[src/rtl/jpl_foc_pkg.sv]
// Shared FOC definitions: Park FSM states, MAC opcodes and the
// round-half-up / saturate helper used by the Park and inverse Park stages.
package jpl_foc_pkg;

    typedef enum logic [2:0] {
        S_IDLE,
        S_D0,
        S_D1,
        S_Q0,
        S_Q1
    } park_state_t;

    typedef enum logic [1:0] {
        MAC_HOLD,
        MAC_LOAD,
        MAC_ADD,
        MAC_SUB
    } mac_op_t;

    // Rounding bias is 2^(b - RND_BIAS_SHIFT), i.e. half an output LSB after the >>> (b-1).
    localparam int RND_BIAS_SHIFT = 2;

    function automatic logic signed [31:0] f_sat_rnd(input logic signed [63:0] acc, input int b);
        logic signed [63:0] rounded;
        logic signed [63:0] hi;
        logic signed [63:0] lo;
        rounded = (acc + (64'sd1 <<< (b - RND_BIAS_SHIFT))) >>> (b - 1);
        hi      = (64'sd1 <<< (b - 1)) - 64'sd1;
        lo      = -(64'sd1 <<< (b - 1));
        if (rounded > hi) begin
            f_sat_rnd = hi[31:0];
        end else if (rounded < lo) begin
            f_sat_rnd = lo[31:0];
        end else begin
            f_sat_rnd = rounded[31:0];
        end
    endfunction

endpackage

[src/rtl/jpl_foc_mac.sv]
// Registered signed multiply-accumulate with load/add/sub/hold control.
// o_next is the value the accumulator takes on the next edge.
module jpl_foc_mac
    import jpl_foc_pkg::*;
#(
    parameter int B = 12
) (
    input  logic                  i_clk,
    input  logic                  i_rst_n,
    input  logic [1:0]            i_op,
    input  logic signed [B-1:0]   i_x,
    input  logic signed [B-1:0]   i_y,
    output logic signed [2*B+1:0] o_next
);

    localparam int AW = 2 * B + 2;

    logic signed [2*B-1:0] prod;
    logic signed [AW-1:0]  prod_ext;
    logic signed [AW-1:0]  acc;

    assign prod     = i_x * i_y;
    assign prod_ext = AW'(prod);

    always_comb begin
        o_next = acc;
        case (mac_op_t'(i_op))
            MAC_LOAD: o_next = prod_ext;
            MAC_ADD:  o_next = acc + prod_ext;
            MAC_SUB:  o_next = acc - prod_ext;
            default:  o_next = acc;
        endcase
    end

    always_ff @(posedge i_clk or negedge i_rst_n) begin
        if (!i_rst_n) begin
            acc <= '0;
        end else begin
            acc <= o_next;
        end
    end

endmodule

[src/rtl/jpl_foc_park.sv]
// Park transform: id = a*cos + b*sin, iq = b*cos - a*sin, computed over
// four cycles on one shared multiplier sequenced by a small FSM.
module jpl_foc_park
    import jpl_foc_pkg::*;
#(
    parameter int B = 12
) (
    input  logic                i_clk,
    input  logic                i_rst_n,
    input  logic                i_start_park,
    input  logic signed [B-1:0] i_ialpha,
    input  logic signed [B-1:0] i_ibeta,
    input  logic signed [B-1:0] i_sin,
    input  logic signed [B-1:0] i_cos,
    output logic                o_busy,
    output logic                o_park_done,
    output logic signed [B-1:0] o_id,
    output logic signed [B-1:0] o_iq
);

    localparam int AW = 2 * B + 2;

    park_state_t state;
    park_state_t state_next;

    logic signed [B-1:0]  r_a;
    logic signed [B-1:0]  r_b;
    logic signed [B-1:0]  r_s;
    logic signed [B-1:0]  r_c;
    logic signed [B-1:0]  r_id;
    logic signed [B-1:0]  mac_x;
    logic signed [B-1:0]  mac_y;
    mac_op_t              mac_op;
    logic signed [AW-1:0] mac_next;

    jpl_foc_mac #(.B(B)) u_mac (
        .i_clk   (i_clk),
        .i_rst_n (i_rst_n),
        .i_op    (mac_op),
        .i_x     (mac_x),
        .i_y     (mac_y),
        .o_next  (mac_next)
    );

    always_ff @(posedge i_clk or negedge i_rst_n) begin
        if (!i_rst_n) begin
            state <= S_IDLE;
        end else begin
            state <= state_next;
        end
    end

    // Each state pairs one product with the accumulate action it feeds.
    always_comb begin
        state_next = state;
        mac_op     = MAC_HOLD;
        mac_x      = '0;
        mac_y      = '0;
        case (state)
            S_IDLE: begin
                if (i_start_park) begin
                    state_next = S_D0;
                end
            end
            S_D0: begin
                mac_op     = MAC_LOAD;
                mac_x      = r_a;
                mac_y      = r_c;
                state_next = S_D1;
            end
            S_D1: begin
                mac_op     = MAC_ADD;
                mac_x      = r_b;
                mac_y      = r_s;
                state_next = S_Q0;
            end
            S_Q0: begin
                mac_op     = MAC_LOAD;
                mac_x      = r_b;
                mac_y      = r_c;
                state_next = S_Q1;
            end
            S_Q1: begin
                mac_op     = MAC_SUB;
                mac_x      = r_a;
                mac_y      = r_s;
                state_next = S_IDLE;
            end
            default: state_next = S_IDLE;
        endcase
    end

    always_ff @(posedge i_clk or negedge i_rst_n) begin
        if (!i_rst_n) begin
            r_a         <= '0;
            r_b         <= '0;
            r_s         <= '0;
            r_c         <= '0;
            r_id        <= '0;
            o_id        <= '0;
            o_iq        <= '0;
            o_busy      <= 1'b0;
            o_park_done <= 1'b0;
        end else begin
            o_park_done <= 1'b0;
            case (state)
                S_IDLE: begin
                    if (i_start_park) begin
                        r_a    <= i_ialpha;
                        r_b    <= i_ibeta;
                        r_s    <= i_sin;
                        r_c    <= i_cos;
                        o_busy <= 1'b1;
                    end
                end
                S_D1: begin
                    r_id <= B'(f_sat_rnd(64'(mac_next), B));
                end
                S_Q1: begin
                    o_iq        <= B'(f_sat_rnd(64'(mac_next), B));
                    o_id        <= r_id;
                    o_park_done <= 1'b1;
                    o_busy      <= 1'b0;
                end
                default: ;
            endcase
        end
    end

endmodule

[config.mk]
export PLATFORM = sky130hd
export DESIGN_NAME = jpl_foc_park
export DESIGN_NICKNAME = d
export VERILOG_FILES = /design/src/rtl/jpl_foc_pkg.sv /design/src/rtl/jpl_foc_mac.sv /design/src/rtl/jpl_foc_park.sv
export SDC_FILE = /design/constraint.sdc
export NUM_CORES = 1
export LEC_CHECK = 0
export CORE_MARGIN = 2
export CORE_UTILIZATION = 49
export DETAILED_ROUTE_END_ITERATION = 16
export PLACE_DENSITY = 0.69
export SLEW_MARGIN = 25
export SYNTH_ARGS = -nofsm -noshare
export SYNTH_HDL_FRONTEND = slang
export SYNTH_SLANG_ARGS = --single-unit
[constraint.sdc]
create_clock -name i_clk -period 13.63 [get_ports i_clk]
set_input_delay 4.089 -clock i_clk [delete_from_list [all_inputs] [get_ports i_clk]]
set_output_delay 4.089 -clock i_clk [all_outputs]
set_load 0.005 [all_outputs]
# Word-level counts from Yosys, hierarchy flattened
# Index checks and enable logic that the tools add are counted.
# totals
reg_bits,115
inputBits,51
word_cells,44
# op_classes
n_addsub,3
n_mul,1
magnitude_cmp,2
n_eq_ne,8
mux,11
n_reduce_logical,8
# ops
operator,count
$pmux 26 s3,1
$pmux 12 s2,2
$add 26x12->27 const B,1
$add 26x24->26,1
$sub 26x24->26,1
$mul 12x12->24,1
$mux 12,2
$gt 16x12->1 const B,1
$lt 16x12->1 const B,1
$pmux 3 s4,1
$reduce_or 2->1,4
$eq 3x2->1 const B,2
$pmux 2 s3,1
$eq 2x2->1 const B,2
$reduce_and 2->1,2
$eq 3x1->1 const B,1
$eq 3x3->1 const B,1
$logic_not 3->1,1
$mux 3,1
$eq 2x1->1 const B,1
$mux 1,2
$ne 2x2->1 const B,1
$pmux 1 s2,1
$reduce_bool 2->1,1

# Logic depth before layout (Yosys ltp)
# Gate-level depths: netlist (run 1).
# logic_depth
ltp_word,10
mapped_depth,44

# By module
# From an unflattened synthesis (run 1), not the netlist that was laid out.
# unflattened
hier_cells,1431
area_unflattened_um2,12768.5
# modules_own_cells
mod,n_inst,cells_each,area_per_inst_um2
jpl_foc_mac,1,1019,8610.8
jpl_foc_park,1,412,4157.7

# Worst setup path after synthesis (run 1)
# Ideal clock, no wire load.
# synth_timing
path_kind,reg2reg
start,register state[2]
end,register r_id[10]
arrival_ns,9.575
required_time_ns,13.489
setup_slack_ns,3.913
stages_incl_launch_ff,42
n_path_buf,8
path_cell_list,dfrtp_1 > buf_2 > nor2b_1 > clkbuf_1 > clkbuf_1 > clkbuf_1 > a22o_1 > clkbuf_1 > nand2_1 > fa_1 > fa_1 > fa_1 > inv_1 > fa_1 > inv_1 > fa_1 > inv_1 > ha_1 > (+6 left out) > nand2_1 > nand3_1 > nand2_1 > xor2_1 > ha_1 > clkbuf_1 > a21oi_1 > o21a_1 > nand3_1 > o21a_1 > nand2b_1 > o221a_2 > or3_1 > nor4_2 > o21ai_1 > a21oi_4 > buf_4 > a31oi_1
# synth_between
elab_chain_cells,10
# synth_rtl
item,line,source
start: declaration,jpl_foc_park.sv:23,park_state_t state;
start signal: assignment,jpl_foc_park.sv:49,state <= state_next;
"$eq 3x1->1, or another cell as far along",jpl_foc_park.sv:59,case (state)
$reduce_or 2->1 (no line),-,
$pmux 12 s2,jpl_foc_park.sv:59,
$mul 12x12->24,jpl_foc_mac.sv:22,assign prod = i_x * i_y;
$sub 26x24->26 / $add 26x24->26 (equally long branches),"jpl_foc_mac.sv:30, jpl_foc_mac.sv:29",
$pmux 26 s3,jpl_foc_mac.sv:27,case (mac_op_t'(i_op))
$add 26x12->27,jpl_foc_pkg.sv:27,rounded = (acc + (64'sd1 <<< (b - RND_BIAS_SHIFT))) >>> (b - 1);
$lt 16x12->1,jpl_foc_pkg.sv:32,end else if (rounded < lo) begin
$mux 12,jpl_foc_pkg.sv:32,
$mux 12,-,
end signal: assignment,jpl_foc_park.sv:117,"r_id <= B'(f_sat_rnd(64'(mac_next), B));"
end: declaration,jpl_foc_park.sv:30,logic signed [B-1:0] r_id;
# Parallel ways exist; a longest one is shown, timed or not.
# A chain may end at the register's enable or synchronous reset.

# Worst setup path in the final report (run 1)
# layout_timing
start,register state[2]
end,register r_id[2]
# The elaborated chain is that of the path after synthesis.

==> impl_metrics.env, run 1 <==
export IMPL_dp_slack_ps=2214
export IMPL_cpPeakStageDelay_ps=680
export IMPL_clockBufferDepth=2
export IMPL_cts_repair_resized=0
export IMPL_first_pass_iters=6
export IMPL_worst_pin_slew_ps=1075
export IMPL_num_nets_final=1797
export IMPL_synthFlopType="dfrtp_1"
export IMPL_ys_ff_latch=115
export IMPL_grt_pass1_wl_um=60020
export IMPL_ant_nets=0
export IMPL_cts_tree="yes"
export IMPL_root_buffer="clkbuf_16"
export IMPL_final_setup_worst_slack_ps=2135
export IMPL_cts_htree_levels=4
export IMPL_fillers=2420
export IMPL_rsz0062_at_grt="no"
export IMPL_synthCells=1494
export IMPL_hold_viol_final=0
export IMPL_antenna_found_initial=0
export IMPL_placed_cells=1848
export IMPL_avgSynthCellArea_sq_um=8.861
export IMPL_cts_buffers=17
export IMPL_yosysSeqAreaShare_pct=21.74
export IMPL_path_max_fanout=19
export IMPL_async_flop_share_pct=100.0
export IMPL_syn_cell_area_sq_mm=0.01324
export IMPL_cts_setup_buffers=0
export IMPL_io_pins=77
export IMPL_clk_latency_ps=450
export IMPL_final_util_pct=55.55
export IMPL_dpl_hpwl_um=27870
export IMPL_max_slew_margin_pct=28.33
export IMPL_wl_um=36540
export IMPL_fp_dieH_um=168.4
export IMPL_die_area_sq_mm=0.02835
export IMPL_dieWidth_um=168.4
export IMPL_cts_sinks=115
export IMPL_layout_commonest_cell="inv_1"
export IMPL_drtIter0Drc=950
export IMPL_crit_start="state[2]$_DFFE_PN0P_"
export IMPL_cp_common_cell="fa_1"
export IMPL_hold_class="reg -> reg"
export IMPL_status="finished clean"
export IMPL_finalClockSkew_ps=19.48
export IMPL_rows=60
export IMPL_criticalPathCategory="reg -> reg"
export IMPL_first_global_vias=11490
export IMPL_hold_buffers=0
export IMPL_worstReg2RegStart="state[2]$_DFFE_PN0P_"
export IMPL_drive_above_1_share_pct=8.495
export IMPL_yosysUniqueCellTypes=85
export IMPL_route_detailed_drc=0
export IMPL_core_area_sq_mm=0.02673
export IMPL_grt_usage_pct=27.05
export IMPL_cap_viol_max_count=0
export IMPL_tns_ps=0
export IMPL_fmax_mhz=87.00
export IMPL_routed_via_density=6.001
export IMPL_vias=11300
export IMPL_grt_max_degree=71
export IMPL_grt_overflow=0
export IMPL_numPortBuffers=76
export IMPL_place_congestion=0.9226
export IMPL_end_kind="flop"
export IMPL_worst_path_max_delay_cell="a2111oi_0"
export IMPL_start_util_pct=49.54
export IMPL_final_cell_mix="202 x inv_1, 176 x nand2_1, 139 x fa_1"
export IMPL_cp_start_kind="flop"
export IMPL_diodes=0
export IMPL_min_delay_start="o_id[1]$_DFFE_PN0P_"
export IMPL_cp_data_required_time_ps=13910
export IMPL_yosys_warnings=0
export IMPL_post_route_min_period_ps=11490
export IMPL_slew_viol_final=0
export IMPL_synth_edf_count=0
export IMPL_syn_num_nets=1762
export IMPL_arrival_ps=11770
export IMPL_setup_viol=0
export IMPL_clk_pin_slew_ps=80
export IMPL_wire_per_inst_um=19.40
export IMPL_synthToLayoutAreaGrowth_pct=12.14
export IMPL_fin_cells=1883
export IMPL_period_share_pct=84.33
-- state kept, by name, indices dropped and copies added (netlist names), 3 cells and up --
| name | count |
|---|---|
| o_iq | 12 |
| state | 3 |
| r_a | 12 |
| r_b | 12 |
| r_id | 12 |
| r_s | 12 |
| r_c | 12 |
| o_id | 12 |
| u_mac.acc | 26 |
-- final cells by class --
type | instances | area (sq um) | share of cell area [%]
tap | 341 | 426.7 | 2.874
multi-input combinational | 1103 | 9334 | 62.87
inverter | 203 | 762.0 | 5.132
clock inverter | 15 | 158.9 | 1.070
clock buffer | 17 | 425.4 | 2.865
timing repair buffer | 89 | 862.1 | 5.807
sequential | 115 | 2878 | 19.38
-- worst max-delay path: cells and delay by family, from the launching register on --
family / cells / cell delay (ps)
AO/OA/AOI/OAI: 10 / 3670
XOR/XNOR: 2 / 490
adder cells (fa/ha/maj): 7 / 3560
buffers and inverters: 4 / 870
flip-flops: 1 / 610
multiplexers: 1 / 290
AND/OR/NAND/NOR: 7 / 1820
-- kinds of logic (layout without fill, tap and decap cells) --
group                    Yosys count  in the layout  share of synthesized area [%]
buffers and inverters            276            324                          8.033
adder cells (fa/ha/maj)          217            217                          28.39
flip-flops                       115            115                          21.74
AO/OA/AOI/OAI                    314            314                          16.99
AND/OR/NAND/NOR                  450            450                          15.75
multiplexers                      57             57                          4.792
XOR/XNOR                          65             65                          4.300
-- worst paths after layout --
path | slack (ps) | cells after the start | to
min in group asynchronous | 3660 | 1 | r_c[8]$_DFFE_PN0P_
max in group asynchronous | 8860 | 2 | r_b[10]$_DFFE_PN0P_
max | 2140 | 31 | r_id[2]$_DFFE_PN0N_
min | 480 | 2 | o_id[1]$_DFFE_PN0P_
max reg2reg | 2140 | 31 | r_id[2]$_DFFE_PN0N_
min reg2reg | 480 | 2 | o_id[1]$_DFFE_PN0P_
-- per-stage QoR --
stage | hold WS [ps] | cell area, sq um
floorplan | 438.6 | 13240
global placement | 461.9 | 14230
detailed placement | 458.9 | 14230
CTS | 480.3 | 14810
global route | 507.0 | 14850
finish | 481.2 | 14850
-- metal layers --
metal	share of wire [%]	global-route usage [%]
met1	44	37.28
met2	46	43.75
met3	7.3	4.772
met4	2.4	8.283
met5	0	0
-- synthesized netlist by cell type (18+ instances only) --
| cell | count | area [sq um] |
|---|---|---|
| a21o_1 | 19 | 142.6 |
| a21oi_1 | 57 | 285.3 |
| a22o_1 | 18 | 157.7 |
| a22oi_1 | 20 | 150.1 |
| a31oi_1 | 25 | 156.4 |
| clkbuf_1 | 53 | 198.9 |
| dfrtp_1 | 115 | 2878 |
| fa_1 | 139 | 2783 |
| ha_1 | 78 | 975.9 |
| inv_1 | 202 | 758.2 |
| mux2_2 | 51 | 574.3 |
| nand2_1 | 176 | 660.6 |
| nand3_1 | 23 | 115.1 |
| nor2_1 | 122 | 457.9 |
| nor3_1 | 25 | 125.1 |
| o21ai_0 | 42 | 210.2 |
| o31ai_1 | 26 | 195.2 |
| xnor2_1 | 46 | 402.9 |
| xor2_1 | 19 | 166.4 |
Power of run 1 is left out: the tool's default activity adds up to more than one toggle a clock period on the data nets, which glitch-free logic cannot reach.
==> run 2, diff against run 1 <==
==> constraint.sdc (replaced) <==
create_clock -name i_clk -period 11.24 [get_ports i_clk]
set_input_delay 3.372 -clock i_clk [delete_from_list [all_inputs] [get_ports i_clk]]
set_output_delay 3.372 -clock i_clk [all_outputs]
set_load 0.005 [all_outputs]
==> impl_metrics.env, run 2 (synthesized netlist as in run 1, its figures left out) <==
export IMPL_cts_htree_levels=4
export IMPL_met1_length_um=16180
export IMPL_worst_path_max_delay_cell="dfrtp_1"
export IMPL_largest_reg_flops=26
export IMPL_arrival_ps=10970
export IMPL_cts_repair_resized=0
export IMPL_cts_buffers=17
export IMPL_vias=11180
export IMPL_crit_buf_inv=3
export IMPL_period_share_pct=95.14
export IMPL_core_area_sq_mm=0.02673
export IMPL_clk_pin_slew_ps=80
export IMPL_wl_um=36050
export IMPL_drive_above_1_share_pct=9.284
export IMPL_fmax_mhz=93.51
export IMPL_slew_viol_final=0
export IMPL_status="finished clean"
export IMPL_grt_max_degree=68
export IMPL_regMostFlops="u_mac.acc"
export IMPL_dr_wl_met3_um=2437
export IMPL_finalClockSkew_ps=20.59
export IMPL_num_nets_final=1806
export IMPL_place_congestion=0.9192
export IMPL_fp_dieH_um=168.4
export IMPL_grt_pass1_wl_um=59270
export IMPL_cts_setup_buffers=0
export IMPL_hold_viol_final=0
export IMPL_wl_met2_um=16770
export IMPL_path_delay_family="compound AO/OA/AOI/OAI gates"
export IMPL_die_area_sq_mm=0.02835
export IMPL_start_util_pct=49.54
export IMPL_cp_start_kind="flop"
export IMPL_top_layer="met4"
export IMPL_diodes=0
export IMPL_cts_sinks=115
export IMPL_max_slew_margin_pct=32.50
export IMPL_post_route_min_period_ps=10690
export IMPL_drtIter0Drc=989
export IMPL_route_detailed_drc=0
export IMPL_dpl_hpwl_um=27470
export IMPL_rows=60
export IMPL_criticalPathCategory="reg -> reg"
export IMPL_hold_class="reg -> reg"
export IMPL_cp_common_cell="fa_1"
export IMPL_io_pins=77
export IMPL_first_global_vias=11360
export IMPL_layout_commonest_cell="inv_1"
export IMPL_grt_usage_pct=26.57
export IMPL_numPortBuffers=76
export IMPL_cpPeakStageDelay_ps=630
export IMPL_path_max_fanout=16
export IMPL_end_kind="flop"
export IMPL_worst_pin_slew_ps=1012
export IMPL_antenna_found_initial=0
export IMPL_final_cell_mix="202 x inv_1, 176 x nand2_1, 139 x fa_1"
export IMPL_hold_slack_ps=473.0
export IMPL_first_pass_iters=6
export IMPL_ant_nets=0
export IMPL_routed_via_density=5.908
export IMPL_root_buffer="clkbuf_16"
export IMPL_grt_overflow=0
export IMPL_hold_buffers=0
export IMPL_clk_latency_ps=440
export IMPL_cp_data_required_time_ps=11520
export IMPL_synthToLayoutAreaGrowth_pct=12.81
export IMPL_cap_viol_max_count=0
export IMPL_cts_tree="yes"
export IMPL_setup_viol=0
export IMPL_dieWidth_um=168.4
export IMPL_clockBufferDepth=2
export IMPL_wire_per_inst_um=19.06
export IMPL_tns_ps=0
## run 2: cell types whose count changed in the layout (fill, tap and decap cells not counted), sizes merged
cell	delta
buf	+10
clkbuf	-1
## run 2: layout make-up
cell class / instances / area [sq um]
repair buffers: 98 / 928.4
inverters: 203 / 762.0
well taps: 341 / 426.7
clock inverters: 15 / 156.4
fillers: 2373 / 11790
flip-flops and latches: 115 / 2878
clock buffers: 17 / 425.4
multi-input cells: 1103 / 9358
## run 2: per-stage QoR
step | instance area, sq um | instances | worst slack (ps) | utilization [%]
after global placement | 14300 | 1858 | 147.4 | 53.52
after CTS | 14880 | 1890 | 53.74 | 55.69
final | 14930 | 1892 | 546.2 | 55.88
after detailed placement | 14300 | 1858 | 109.4 | 53.52
after global routing | 14930 | 1892 | -49.79 | 55.88
after floorplan | 13240 | 1494 | 1523 | -
## run 2: metal layers
layer / vias to the layer above / track usage (%)
li1: 5166 / -
met4: 0 / 6.034
met5: - / 0
met3: 57 / 5.101
met2: 412 / 43.17
met1: 5543 / 37.04
## run 2: worst paths after layout
check / start / endpoint / slack (ps) / depth (start not counted)
max: state[2]$_DFFE_PN0P_ / r_id[6]$_DFFE_PN0N_ / 550 / 33
min in group asynchronous: i_rst_n / u_mac.acc[3]$_DFFE_PN0N_ / 2990 / 1
min: r_id[4]$_DFFE_PN0N_ / o_id[4]$_DFFE_PN0P_ / 470 / 2
max reg2reg: state[2]$_DFFE_PN0P_ / r_id[6]$_DFFE_PN0N_ / 550 / 33
min reg2reg: r_id[4]$_DFFE_PN0N_ / o_id[4]$_DFFE_PN0P_ / 470 / 2
max in group asynchronous: i_rst_n / r_b[10]$_DFFE_PN0P_ / 6870 / 2
## run 2: tightest hold or removal path: stages, from the launching register on
cell and delay [ps]:
dfrtp_1 350, nand2_1 60, nand2_1 50
Power of run 2 is left out for the same reason.
==> run 3, diff against run 2 <==
--- a/config.mk
+++ b/config.mk
@@ -9,6 +9,7 @@
 export CORE_UTILIZATION = 49
 export DETAILED_ROUTE_END_ITERATION = 16
 export PLACE_DENSITY = 0.69
+export RECOVER_POWER = 25
 export SLEW_MARGIN = 25
 export SYNTH_ARGS = -nofsm -noshare
 export SYNTH_HDL_FRONTEND = slang
==> impl_metrics.env, run 3 (synthesized netlist as in run 1, its figures left out) <==
export IMPL_slew_viol_final=50
export IMPL_hold_class="reg -> reg"
export IMPL_diodes=0
export IMPL_criticalPathCategory="reg -> reg"
export IMPL_max_slew_margin_pct=-97.58
export IMPL_clk_pin_slew_ps=80
export IMPL_tns_ps=0
export IMPL_wl_um=36030
export IMPL_cts_tree="yes"
export IMPL_core_area_sq_mm=0.02673
export IMPL_period_share_pct=95.13
export IMPL_antenna_found_initial=0
export IMPL_hold_depth=2
export IMPL_grt_usage_pct=26.57
export IMPL_cts_sinks=115
export IMPL_drive_above_1_share_pct=9.220
export IMPL_cpPeakStageDelay_ps=630
export IMPL_cts_setup_buffers=0
export IMPL_violations="max-capacitance violations, max-slew violations"
export IMPL_hold_buffers=0
export IMPL_worst_pin_slew_ps=2964
export IMPL_worstReg2RegStart="state[2]$_DFFE_PN0P_"
export IMPL_die_area_sq_mm=0.02835
export IMPL_fin_area_sq_mm=0.01493
export IMPL_grt_max_degree=68
export IMPL_synthToLayoutAreaGrowth_pct=12.78
export IMPL_hold_viol_final=0
export IMPL_dpl_hpwl_um=27470
export IMPL_clk_latency_ps=440
export IMPL_start_util_pct=49.54
export IMPL_crit_start="state[2]$_DFFE_PN0P_"
export IMPL_end_kind="flop"
export IMPL_wire_per_inst_um=19.04
export IMPL_route_detailed_drc=0
export IMPL_cts_htree_levels=4
export IMPL_vias=11180
export IMPL_path_max_fanout=16
export IMPL_finalClockSkew_ps=20.59
export IMPL_cap_viol_max_count=1
export IMPL_grt_overflow=0
export IMPL_fmax_mhz=93.52
export IMPL_num_nets_final=1806
export IMPL_r2r_end="r_id[6]$_DFFE_PN0N_"
export IMPL_dieWidth_um=168.4
export IMPL_drtIter0Drc=986
export IMPL_setup_viol=0
export IMPL_first_pass_iters=6
export IMPL_r2r_cells=33
export IMPL_cp_start_kind="flop"
export IMPL_io_pins=77
export IMPL_post_route_min_period_ps=10690
export IMPL_rrSetupSlack_ps=550
export IMPL_clockBufferDepth=2
export IMPL_ant_nets=0
export IMPL_place_congestion=0.9192
export IMPL_layout_commonest_cell="inv_1"
export IMPL_routed_via_density=5.907
export IMPL_min_delay_start="r_id[4]$_DFFE_PN0N_"
export IMPL_worst_path_max_delay_cell="dfrtp_1"
export IMPL_final_cell_mix="202 x inv_1, 176 x nand2_1, 139 x fa_1"
export IMPL_largest_reg_flops=26
export IMPL_cts_buffers=17
export IMPL_fp_dieH_um=168.4
export IMPL_regMostFlops="u_mac.acc"
export IMPL_first_global_vias=11360
export IMPL_numPortBuffers=76
export IMPL_rows=60
export IMPL_arrival_ps=10970
export IMPL_grt_pass1_wl_um=59270
export IMPL_min_to="o_id[4]$_DFFE_PN0P_"
export IMPL_cp_common_cell="fa_1"
export IMPL_postPlaceCellArea_sq_mm=0.01430
export IMPL_root_buffer="clkbuf_16"
export IMPL_status="finished with violations"
export IMPL_cp_data_required_time_ps=11520
[run 3: cell count changes in the layout (fill, tap and decap cells not counted)]
cell      previous run  this run
clkbuf_1             0         1
buf_4               21        20
[run 3: cell type report]
class | instances | area [sq um]
sequential | 115 | 2878
clock inverter | 15 | 156.4
fill | 2375 | 11800
timing repair buffer | 98 | 924.6
tap | 341 | 426.7
clock buffer | 17 | 425.4
inverter | 203 | 762.0
multi-input combinational | 1103 | 9358
[run 3: worst max-delay path by stage]
stage / endpoint / cells past startpoint
2_1_floorplan: r_id[10]$_DFFE_PN0N_ / 41
3_3_place_gp: r_id[3]$_DFFE_PN0N_ / 30
3_5_place_dp: r_id[6]$_DFFE_PN0N_ / 30
4_1_cts: r_id[6]$_DFFE_PN0N_ / 30
5_1_grt: r_id[6]$_DFFE_PN0N_ / 35
6_report: r_id[6]$_DFFE_PN0N_ / 33
[run 3: repair_timing]
item	4_1_cts	5_1_grt
hold endpoints to repair	0	0
resized for setup	0	6
endpoints found under the setup margin	0	24
[run 3: stage by stage]
stage	utilization, %	hold WS (ps)	instances	setup WS [ps]
6_report	55.87	473.0	1892	547.4
5_1_grt	55.87	487.1	1892	-49.79
4_1_cts	55.69	474.8	1890	53.74
3_5_place_dp	53.52	461.3	1858	109.4
3_3_place_gp	53.52	462.4	1858	147.4
2_1_floorplan	-	438.6	1494	1523
[run 3: routing by layer]
| metal | routed length (um) | GRT usage (%) | share of wire, % | up-vias |
|---|---|---|---|---|
| li1 | - | - | - | 5166 |
| met1 | 16150 | 37.04 | 45 | 5542 |
| met2 | 16750 | 43.17 | 46 | 409 |
| met3 | 2451 | 5.101 | 6.8 | 59 |
| met4 | 678 | 6.034 | 1.9 | 0 |
| met5 | 0 | 0 | 0 | - |
[run 3: worst max-delay path, delay by kind of cell, from the launching register on]
family	cells	cell delay (ps)
AOI/OAI and AO/OA	12	3380
DFF	1	630
adders and majority gates	7	3210
buffers and inverters	3	150
and+or+nand+nor	9	2630
xor gates and xnor gates	2	520
Power of run 3 is left out for the same reason.
